**src/rtl/cam_pkg.sv**
```systemverilog
// Shared definitions for the camera pipeline: tracker FSM states, default
// frame geometry and the width helpers used to size coordinate/area buses.
package cam_pkg;

  localparam int unsigned HRES_DEFAULT = 320;
  localparam int unsigned VRES_DEFAULT = 180;

  typedef enum logic [1:0] {
    IDLE,
    DIV,
    OUT
  } tracker_state_t;

  // Bits needed to hold values 0..n-1; never less than one bit.
  function automatic int unsigned coord_width(input int unsigned n);
    return (n > 1) ? $clog2(n) : 1;
  endfunction

  // Width of the selected-pixel count for an h x v frame.
  function automatic int unsigned area_width(input int unsigned h, input int unsigned v);
    return coord_width(h * v);
  endfunction

  function automatic int unsigned max_u(input int unsigned a, input int unsigned b);
    return (a > b) ? a : b;
  endfunction

endpackage

```
**src/rtl/centroid_tracker_if.sv**
```systemverilog
// Pixel-stream inputs and centroid result outputs of the tracker.
interface centroid_tracker_if #(
  parameter int unsigned HWIDTH = cam_pkg::coord_width(cam_pkg::HRES_DEFAULT),
  parameter int unsigned VWIDTH = cam_pkg::coord_width(cam_pkg::VRES_DEFAULT),
  parameter int unsigned AWIDTH = cam_pkg::area_width(cam_pkg::HRES_DEFAULT,
                                                      cam_pkg::VRES_DEFAULT)
) ();

  logic [HWIDTH-1:0] hcount_in;
  logic [VWIDTH-1:0] vcount_in;
  logic              mask_in;
  logic              pixel_valid_in;
  logic              frame_done_in;
  logic [HWIDTH-1:0] x_out;
  logic [VWIDTH-1:0] y_out;
  logic [AWIDTH-1:0] area_out;
  logic              valid_out;
  logic              busy_out;

  // Pixel source side.
  modport master (
    output hcount_in, vcount_in, mask_in, pixel_valid_in, frame_done_in,
    input  x_out, y_out, area_out, valid_out, busy_out
  );

  // Tracker side.
  modport slave (
    input  hcount_in, vcount_in, mask_in, pixel_valid_in, frame_done_in,
    output x_out, y_out, area_out, valid_out, busy_out
  );

endinterface

```
**src/rtl/serial_divider.sv**
```systemverilog
// Restoring divider, one quotient bit per cycle, QUOT_W cycles per division.
// The caller guarantees dividend < divisor * 2^QUOT_W so the quotient fits.
module serial_divider
  import cam_pkg::*;
#(
  parameter int unsigned DIVIDEND_W = 25,
  parameter int unsigned DIVISOR_W  = 16,
  parameter int unsigned QUOT_W     = 9
) (
  input  logic                  clk_in,
  input  logic                  rst_in,
  input  logic                  start,
  input  logic [DIVIDEND_W-1:0] dividend,
  input  logic [DIVISOR_W-1:0]  divisor,
  output logic                  busy,
  output logic                  done,
  output logic [QUOT_W-1:0]     quotient
);

  localparam int unsigned REM_W = max_u(DIVIDEND_W, DIVISOR_W + QUOT_W);
  localparam int unsigned CNT_W = coord_width(QUOT_W);

  logic [REM_W-1:0]  rem_q;
  logic [REM_W-1:0]  den_q;
  logic [QUOT_W-1:0] quot_q;
  logic [CNT_W-1:0]  cnt_q;
  logic              busy_q;
  logic              take;

  // Current trial subtraction succeeds when the shifted divisor fits.
  always_comb begin
    take = (rem_q >= den_q);
  end

  // Load on start, then shift the divisor down one bit per iteration.
  always_ff @(posedge clk_in or negedge rst_in) begin
    if (!rst_in) begin
      rem_q  <= '0;
      den_q  <= '0;
      quot_q <= '0;
      cnt_q  <= '0;
      busy_q <= 1'b0;
    end else if (start) begin
      rem_q  <= REM_W'(dividend);
      den_q  <= REM_W'(divisor) << (QUOT_W - 1);
      quot_q <= '0;
      cnt_q  <= '0;
      busy_q <= 1'b1;
    end else if (busy_q) begin
      if (take) begin
        rem_q <= rem_q - den_q;
      end
      quot_q <= (quot_q << 1) | QUOT_W'(take);
      den_q  <= den_q >> 1;
      cnt_q  <= cnt_q + CNT_W'(1);
      if (cnt_q == CNT_W'(QUOT_W - 1)) begin
        busy_q <= 1'b0;
      end
    end
  end

  assign busy     = busy_q;
  // High during the cycle whose edge produces the last quotient bit.
  assign done     = busy_q && (cnt_q == CNT_W'(QUOT_W - 1));
  assign quotient = quot_q;

endmodule

```
**src/rtl/centroid_tracker.sv**
```systemverilog
// Accumulates mask-selected pixel count and coordinate sums over a frame, then
// divides them at end of frame to produce a one-cycle-valid centroid result.
module centroid_tracker
  import cam_pkg::*;
#(
  parameter int unsigned HRES     = HRES_DEFAULT,
  parameter int unsigned VRES     = VRES_DEFAULT,
  parameter int unsigned MIN_AREA = 1
) (
  input logic               clk_in,
  input logic               rst_in,
  centroid_tracker_if.slave bus
);

  localparam int unsigned HWIDTH = coord_width(HRES);
  localparam int unsigned VWIDTH = coord_width(VRES);
  localparam int unsigned AWIDTH = area_width(HRES, VRES);
  localparam int unsigned SXW    = HWIDTH + AWIDTH;
  localparam int unsigned SYW    = VWIDTH + AWIDTH;

  logic              sel;
  logic [AWIDTH-1:0] count_q, count_next;
  logic [SXW-1:0]    sum_x_q, sum_x_next;
  logic [SYW-1:0]    sum_y_q, sum_y_next;
  logic              area_ok;
  logic              start_div;

  logic              x_busy, x_done, y_busy, y_done;
  logic [HWIDTH-1:0] x_quot;
  logic [VWIDTH-1:0] y_quot;

  tracker_state_t    state_q;
  logic              x_fin_q, y_fin_q;
  logic [AWIDTH-1:0] area_snap_q;
  logic [HWIDTH-1:0] x_q;
  logic [VWIDTH-1:0] y_q;
  logic [AWIDTH-1:0] area_q;
  logic              valid_q, busy_q;

  // Totals including this cycle's pixel, so a pixel coincident with
  // frame_done_in still lands in the ending frame's snapshot.
  always_comb begin
    sel        = bus.pixel_valid_in & bus.mask_in;
    count_next = count_q;
    sum_x_next = sum_x_q;
    sum_y_next = sum_y_q;
    if (sel) begin
      if (count_q != '1) begin
        count_next = count_q + AWIDTH'(1);
      end
      sum_x_next = sum_x_q + SXW'(bus.hcount_in);
      sum_y_next = sum_y_q + SYW'(bus.vcount_in);
    end
    area_ok   = (32'(count_next) >= MIN_AREA);
    start_div = (state_q == IDLE) && bus.frame_done_in && area_ok && !x_busy && !y_busy;
  end

  // Accumulators run regardless of FSM state and restart at each frame end.
  always_ff @(posedge clk_in or negedge rst_in) begin
    if (!rst_in) begin
      count_q <= '0;
      sum_x_q <= '0;
      sum_y_q <= '0;
    end else if (bus.frame_done_in) begin
      count_q <= '0;
      sum_x_q <= '0;
      sum_y_q <= '0;
    end else begin
      count_q <= count_next;
      sum_x_q <= sum_x_next;
      sum_y_q <= sum_y_next;
    end
  end

  serial_divider #(
    .DIVIDEND_W (SXW),
    .DIVISOR_W  (AWIDTH),
    .QUOT_W     (HWIDTH)
  ) u_div_x (
    .clk_in   (clk_in),
    .rst_in   (rst_in),
    .start    (start_div),
    .dividend (sum_x_next),
    .divisor  (count_next),
    .busy     (x_busy),
    .done     (x_done),
    .quotient (x_quot)
  );

  serial_divider #(
    .DIVIDEND_W (SYW),
    .DIVISOR_W  (AWIDTH),
    .QUOT_W     (VWIDTH)
  ) u_div_y (
    .clk_in   (clk_in),
    .rst_in   (rst_in),
    .start    (start_div),
    .dividend (sum_y_next),
    .divisor  (count_next),
    .busy     (y_busy),
    .done     (y_done),
    .quotient (y_quot)
  );

  // Control FSM with registered outputs; DIV lasts until both dividers have
  // finished, i.e. max(HWIDTH, VWIDTH) cycles.
  always_ff @(posedge clk_in or negedge rst_in) begin
    if (!rst_in) begin
      state_q     <= IDLE;
      x_fin_q     <= 1'b0;
      y_fin_q     <= 1'b0;
      area_snap_q <= '0;
      x_q         <= '0;
      y_q         <= '0;
      area_q      <= '0;
      valid_q     <= 1'b0;
      busy_q      <= 1'b0;
    end else begin
      valid_q <= 1'b0;
      unique case (state_q)
        IDLE: begin
          if (start_div) begin
            state_q     <= DIV;
            busy_q      <= 1'b1;
            area_snap_q <= count_next;
            x_fin_q     <= 1'b0;
            y_fin_q     <= 1'b0;
          end
        end
        DIV: begin
          x_fin_q <= x_fin_q | x_done;
          y_fin_q <= y_fin_q | y_done;
          if ((x_fin_q | x_done) && (y_fin_q | y_done)) begin
            state_q <= OUT;
            busy_q  <= 1'b0;
          end
        end
        OUT: begin
          x_q     <= x_quot;
          y_q     <= y_quot;
          area_q  <= area_snap_q;
          valid_q <= 1'b1;
          state_q <= IDLE;
        end
        default: state_q <= IDLE;
      endcase
    end
  end

  assign bus.x_out     = x_q;
  assign bus.y_out     = y_q;
  assign bus.area_out  = area_q;
  assign bus.valid_out = valid_q;
  assign bus.busy_out  = busy_q;

endmodule

```
**src/flat_wrapper.sv**
```systemverilog
// flat-port wrapper written by rule: the top's interface ports become plain ports
module centroid_tracker_flat import cam_pkg::*;
#(
  parameter int unsigned HRES     = HRES_DEFAULT,
  parameter int unsigned VRES     = VRES_DEFAULT,
  parameter int unsigned MIN_AREA = 1
)
  (clk_in, rst_in, bus_hcount_in, bus_vcount_in, bus_mask_in, bus_pixel_valid_in, bus_frame_done_in, bus_x_out, bus_y_out, bus_area_out, bus_valid_out, bus_busy_out);
  centroid_tracker_if #(.HWIDTH((9)), .VWIDTH((8)), .AWIDTH((16))) bus_i ();
  input logic clk_in;
  input logic rst_in;
  input wire logic [$bits(bus_i.hcount_in)-1:0] bus_hcount_in;
  input wire logic [$bits(bus_i.vcount_in)-1:0] bus_vcount_in;
  input wire logic [$bits(bus_i.mask_in)-1:0] bus_mask_in;
  input wire logic [$bits(bus_i.pixel_valid_in)-1:0] bus_pixel_valid_in;
  input wire logic [$bits(bus_i.frame_done_in)-1:0] bus_frame_done_in;
  output wire logic [$bits(bus_i.x_out)-1:0] bus_x_out;
  output wire logic [$bits(bus_i.y_out)-1:0] bus_y_out;
  output wire logic [$bits(bus_i.area_out)-1:0] bus_area_out;
  output wire logic [$bits(bus_i.valid_out)-1:0] bus_valid_out;
  output wire logic [$bits(bus_i.busy_out)-1:0] bus_busy_out;
  assign bus_i.hcount_in = bus_hcount_in;
  assign bus_i.vcount_in = bus_vcount_in;
  assign bus_i.mask_in = bus_mask_in;
  assign bus_i.pixel_valid_in = bus_pixel_valid_in;
  assign bus_i.frame_done_in = bus_frame_done_in;
  assign bus_x_out = bus_i.x_out;
  assign bus_y_out = bus_i.y_out;
  assign bus_area_out = bus_i.area_out;
  assign bus_valid_out = bus_i.valid_out;
  assign bus_busy_out = bus_i.busy_out;
  centroid_tracker #(.HRES(HRES), .VRES(VRES), .MIN_AREA(MIN_AREA)) u_core (.clk_in(clk_in), .rst_in(rst_in), .bus(bus_i));
endmodule
```
**config.mk**
```make
export PLATFORM = sky130hd
export DESIGN_NAME = centroid_tracker_flat
export DESIGN_NICKNAME = d
export VERILOG_FILES = /design/src/rtl/cam_pkg.sv /design/src/rtl/centroid_tracker_if.sv /design/src/rtl/serial_divider.sv /design/src/rtl/centroid_tracker.sv /design/src/flat_wrapper.sv
export SDC_FILE = /design/constraint.sdc
export NUM_CORES = 1
export LEC_CHECK = 0
export BUFFER_PORTS_ARGS = -buffer_cell sky130_fd_sc_hd__buf_4
export CORE_ASPECT_RATIO = 0.6
export CORE_UTILIZATION = 30
export CTS_BUF_LIST = sky130_fd_sc_hd__clkbuf_16
export CTS_CLUSTER_DIAMETER = 120
export DETAILED_ROUTE_END_ITERATION = 12
export HOLD_SLACK_MARGIN = 0.1
export SLEW_MARGIN = 20
export SYNTH_ARGS = -nofsm -noshare
export SYNTH_HDL_FRONTEND = slang
export SYNTH_SLANG_ARGS = --single-unit
```
**constraint.sdc**
```tcl
create_clock -name clk_in -period 4.69 [get_ports clk_in]
set_clock_uncertainty 0.2 [all_clocks]
set_input_delay 0.469 -clock clk_in [delete_from_list [all_inputs] [get_ports clk_in]]
set_output_delay 0.469 -clock clk_in [all_outputs]
set_load 0.05 [all_outputs]
```
==> reports/qor.yml, run 1 <==
whs_path_depth: 4
synth-edff-count: 0
hpwlAfterDp_um: 28100
setup-tns-final_ns: 0
endpoint_kind: "flop"
grt_max_degree: 113
grt_pass1_vias: 10475
finalHoldViolations: 0
start_util: 0.3070
power.total_w: 0.01034
nets: 1672
final_cell_mix: "251 x nand2_1, 240 x dfrtp_1, 165 x nor2_1"
swShare: 0.4389
syn_to_final_growth_pct: 13.02
overflow: 0
synth.avg_cell_area_um2: 8.973
drv_slew: 0
ant_nets: 0
drt-initial-drc-count: 1213
route.detailed.drc: 0
netlist_area_um2: 13900
min_period_ns: 4.078
multiInputGateArea_um2: 7288
r2r_slack_ns: 0.61
startpoint_type: "flop"
total_leakage_power_nw: 7.118
post_cts_buffers: 0
syn-instance-count: 1549
clock_latency_ns: 0.56
holdBufCountCts: 1
core_area_um2: 45270
ir_drop_mv: 0.3030
die_w_um: 279.9
grt_pass1_wl_um: 61090
ys_seq_elements: 242
antenna_found_initial: 0
ff_latch_area_um2: 6058
slew_headroom: 0.2953
min_period_over_period: 0.8695
rows: 60
cp_max_fo: 38
rr_worst_depth: 11
htree_levels: 1
cts_buffer_depth: 3
async_reset_ff_frac: 1.000
hp-class: "input port to flop"
cts_buffers: 23
drtPass1Iterations: 5
diodes: 0
outcome: "complete, no violations"
cts_tree: "yes"
final_area_um2: 15710
pin_count: 57
cts.repair.resized: 0
drv_cap: 0
cp.arrival_ns: 4.35
cts_root_buf: "clkbuf_16"
die_h_um: 168.7
via_count: 11321
totalWireLength_um: 38470
drive_gt1_frac: 0.07857
viasPerCell: 5.120
p_per_area_nw_per_um2: 658.1
worst_slew_pin_slew_ns: 1.055
cp.required_ns: 4.96
yosysSeqAreaShare: 0.4357
setup_viol: 0
pwr-share-comb: 0.516
grt_usage: 0.1632
fmax_mhz: 245.2
clkSinkCount: 242
yosysUniqueCellTypes: 71
power_frac_clock: 0.180
power_frac_seq: 0.304
layout_commonest_cell: "nand2_1"
synth_warnings: 0
endpoint: "u_core.u_div_y.rem_q[2]"
synth_flop_cell: "dfrtp_1"
intPower_w: 0.005800
path_clk_slew_ns: 0.07
syn-num-nets: 1644
final_core_util: 0.3470
nFillCells: 4657
numPortBuffers: 56
die_area_um2: 47230
power.switching_w: 0.004537
rr_startpoint: "u_core.count_q[1]"
rsz0062_at_grt: "false"
gp_congestion: 0.8975
wire_per_inst_um: 17.40
r2r_end: "u_core.u_div_y.rem_q[2]"
crit_start: "u_core.count_q[1]"
crit_type: "flop to flop"
postPlaceCellArea_um2: 14980
## flip-flops by register name, indices dropped and copies added (netlist names), 4 cells and up
signal / cells
u_core.sum_x_q: 25
u_core.u_div_x.rem_q: 25
u_core.sum_y_q: 24
u_core.u_div_x.den_q: 24
u_core.u_div_y.rem_q: 24
u_core.u_div_y.den_q: 23
u_core.area_snap_q: 16
u_core.bus.area_out: 16
u_core.count_q: 16
u_core.bus.x_out: 9
u_core.u_div_x.quotient: 9
u_core.bus.y_out: 8
u_core.u_div_y.quotient: 8
u_core.u_div_x.cnt_q: 4
## final cells by class
cell class | instances | area share
Clock buffer | 23 | 0.03664
Clock inverter | 16 | 0.009000
Inverter | 69 | 0.01649
Multi-Input combinational cell | 1166 | 0.4640
Sequential cell | 242 | 0.3857
Tap cell | 620 | 0.04938
Timing Repair Buffer | 75 | 0.03887
## metal layers
| metal | share of wire | GRT usage | vias up |
|---|---|---|---|
| li1 | - | - | 5476 |
| met1 | 0.55 | 0.2783 | 5425 |
| met2 | 0.34 | 0.1904 | 386 |
| met3 | 0.096 | 0.05010 | 34 |
| met4 | 0.012 | 0.02257 | 0 |
| met5 | 0 | 0 | - |
## how the worst min path moves through the flow
stage                                startpoint                endpoint
final                          bus_vcount_in[0]       u_core.sum_y_q[0]
after global routing           bus_vcount_in[0]       u_core.sum_y_q[0]
after CTS                      bus_vcount_in[0]       u_core.sum_y_q[0]
after detailed placement  u_core.area_snap_q[9]  u_core.bus.area_out[9]
after global placement    u_core.area_snap_q[9]  u_core.bus.area_out[9]
after floorplan                          rst_in   u_core.area_snap_q[0]
## synth_stat cells (5+ instances only)
library cell	instances	area share
a21oi_1	99	0.036
nand3b_1	5	0.0027
buf_2	11	0.0040
o31ai_1	19	0.010
and2_1	7	0.0032
a31oi_1	6	0.0027
dfrtp_1	242	0.44
nand2b_1	13	0.0059
xnor2_1	41	0.026
nor2b_1	18	0.0081
nand2_1	251	0.068
o21ai_1	16	0.0058
o211ai_1	15	0.0081
clkbuf_1	53	0.014
a2111oi_0	7	0.0044
nor2_1	165	0.045
nor3_1	18	0.0065
and4_1	6	0.0038
and3_1	17	0.0077
a211oi_1	22	0.012
xor2_1	43	0.027
ha_1	69	0.062
a21boi_0	10	0.0054
a21o_1	23	0.012
nor4_1	7	0.0032
mux2i_1	70	0.050
a22oi_1	6	0.0032
or3_1	8	0.0036
inv_1	68	0.018
nand4_1	22	0.0099
o21a_1	10	0.0054
nand3_1	33	0.012
o21ai_0	76	0.027
## stage by stage
| stage | setup slack [ns] | hold WS [ns] | std cells |
|---|---|---|---|
| 6_report | 0.6121 | 0.1741 | 2211 |
| 5_1_grt | 0.2834 | 0.2066 | 2211 |
| 4_1_cts | 0.6565 | 0.1666 | 2211 |
| 3_5_place_dp | 0.7176 | 0.2663 | 2171 |
| 3_3_place_gp | 0.8236 | 0.2580 | 2171 |
| 2_1_floorplan | 1.586 | -0.02659 | 1549 |
## power by group through the flow
stage	Clock (W)	Sequential [W]	Combinational, W
3_5_place_dp	0	0.00316	0.00519
2_1_floorplan	0	0.00325	0.00378
6_report	0.00186	0.00314	0.00533
4_1_cts	0.00192	0.00313	0.00523
3_3_place_gp	0	0.00315	0.00508
5_1_grt	0.00200	0.00321	0.00590
## logic make-up after synthesis
logic type      synth area share
buf+inv                  0.04213
simple gates              0.1877
xor+xnor                 0.05293
compound gates            0.1625
fa+ha+maj                0.06787
mux                      0.05122
flops                     0.4357
## worst max-delay path: stages (launching register included)
cell and delay (ns):
dfrtp_1 0.42, ha_1 0.31, nand4_1 0.29, a2111oi_0 0.61, xnor2_1 0.33, nand4_1 0.23
nor4_4 0.06, buf_4 0.19, nor2_4 0.82, buf_12 0.28, a211oi_1 0.08, a21oi_1 0.14
(Power assumes the default switching activity.)
==> run 2, diff against run 1 <==
--- a/config.mk
+++ b/config.mk
@@ -12,6 +12,7 @@
 export CTS_CLUSTER_DIAMETER = 120
 export DETAILED_ROUTE_END_ITERATION = 12
 export HOLD_SLACK_MARGIN = 0.1
+export MAX_ROUTING_LAYER = met4
 export SLEW_MARGIN = 20
 export SYNTH_ARGS = -nofsm -noshare
 export SYNTH_HDL_FRONTEND = slang
==> run 2 against run 1 <==
Global-route usage increased by 0.61 points. Sequential cell count unchanged. Power up 0.75%. Maximum frequency increased by 2.1%. Utilization grew 0.18 points. Setup slack better by 0.085 ns. Sequential power about the same.
==> reports/qor.yml, run 2 (synthesis results as in run 1) <==
drtPass1Iterations: 6
numPortBuffers: 56
power.switching_w: 0.004572
power_frac_seq: 0.303
cts_buffers: 24
grt_pass1_wl_um: 61350
outcome: "complete, no violations"
die_w_um: 279.9
clkSinkCount: 242
core_area_um2: 45270
r2r_end: "u_core.u_div_y.rem_q[17]"
ir_drop_mv: 0.2668
finalHoldViolations: 0
rr_worst_depth: 11
min_period_ns: 3.993
syn_to_final_growth_pct: 13.61
rsz0062_at_grt: "false"
swShare: 0.4390
final_cell_mix: "251 x nand2_1, 240 x dfrtp_1, 165 x nor2_1"
via_count: 11498
cp.arrival_ns: 4.18
totalWireLength_um: 39260
setup-tns-final_ns: 0
hp-start: "bus_vcount_in[0]"
endpoint_kind: "flop"
rr_startpoint: "u_core.count_q[0]"
cp_max_fo: 29
cp.required_ns: 4.87
die_area_um2: 47230
path_clk_slew_ns: 0.06
reg_top3: "u_core.sum_x_q: 25 flops, u_core.u_div_x.rem_q: 25 flops"
gp_congestion: 0.9686
clock_latency_ns: 0.54
route.detailed.drc: 0
layout_commonest_cell: "nand2_1"
r2r_slack_ns: 0.70
fmax_mhz: 250.4
viasPerCell: 5.177
ant_nets: 0
post_cts_buffers: 0
htree_levels: 1
setup_viol: 0
holdBufCountCts: 1
endpoint: "u_core.u_div_y.rem_q[17]"
rows: 60
hp-class: "input port to flop"
grt_max_degree: 106
cts_tree: "yes"
total_leakage_power_nw: 7.165
power.total_w: 0.01042
drt-initial-drc-count: 1302
nets: 1678
wire_per_inst_um: 17.68
p_per_area_nw_per_um2: 659.6
power_frac_clock: 0.183
crit_start: "u_core.count_q[0]"
worst_slew_pin_slew_ns: 0.9166
pin_count: 57
intPower_w: 0.005843
drive_gt1_frac: 0.08307
grt_pass1_vias: 10554
hpwlAfterDp_um: 28990
pwr-share-comb: 0.514
grt_usage: 0.1692
cts_buffer_depth: 3
cts.repair.resized: 0
startpoint_type: "flop"
drv_cap: 0
start_util: 0.3070
slew_headroom: 0.3849
cts_root_buf: "clkbuf_16"
min_period_over_period: 0.8514
nFillCells: 4641
die_h_um: 168.7
overflow: 0
drv_slew: 0
diodes: 0
antenna_found_initial: 0
crit_type: "flop to flop"
[run 2: cell count changes in the layout (fill, tap and decap cells not counted), sizes merged]
cell / change
buf: +5
clkinv: +2
clkbuf: +1
clkinvlp: +1
inv: +1
[run 2: how the worst min path moves through the flow]
stage                                   to  slack [ns]  cells past startpoint
floorplan            u_core.area_snap_q[0]       -0.03                      0
global placement    u_core.bus.area_out[5]        0.26                      2
detailed placement  u_core.bus.area_out[5]        0.26                      2
CTS                      u_core.sum_y_q[0]        0.16                      4
global route             u_core.sum_y_q[0]        0.21                      4
finish                   u_core.sum_y_q[0]        0.17                      4
[run 2: power groups by stage]
stage | registers, W | clock network, W | logic [W]
after floorplan | 0.00325 | 0 | 0.00378
after global placement | 0.00316 | 0 | 0.00511
after detailed placement | 0.00318 | 0 | 0.00521
after CTS | 0.00315 | 0.00196 | 0.00525
after global routing | 0.00323 | 0.00206 | 0.00589
final | 0.00315 | 0.00191 | 0.00535
[run 2: per-layer routing]
metal | global-route usage | share of wire | vias to the layer above | routed length (µm)
met4 | 0.02233 | 0.010 | 0 | 404
met1 | 0.2854 | 0.55 | 5599 | 21730
li1 | - | - | 5477 | -
met2 | 0.1964 | 0.35 | 397 | 13790
met3 | 0.03644 | 0.085 | 25 | 3336
met5 | - | 0 | - | 0
[run 2: worst max-delay path, stage by stage, from the launching register on]
cell	delay [ns]
dfrtp_1	0.42
ha_1	0.30
nand4_1	0.30
a2111oi_0	0.56
xnor2_1	0.37
nand4_1	0.25
nor4_4	0.26
buf_4	0.25
nand2b_4	0.40
buf_4	0.30
o211ai_1	0.10
a21boi_0	0.14
[run 2: per-stage QoR]
stage	cells	hold slack, ns	setup WS, ns	utilization	cell area [µm²]
6_report	2221	0.1734	0.6968	0.3488	15790
5_1_grt	2221	0.2053	0.4916	0.3488	15790
4_1_cts	2221	0.1630	0.7595	0.3487	15790
3_5_place_dp	2176	0.2587	0.7812	0.3316	15010
3_3_place_gp	2176	0.2576	0.8802	0.3316	15010
2_1_floorplan	1549	-0.02659	1.586	-	13900
[run 2: cell type report]
type                            count  area [µm²]  area share
Clock inverter                     20       161.4     0.01022
Sequential cell                   242        6058      0.3836
Inverter                           69       259.0     0.01640
Multi-Input combinational cell   1166        7288      0.4615
Clock buffer                       24       600.6     0.03803
Tap cell                          620       775.7     0.04912
Timing Repair Buffer               80       648.1     0.04104
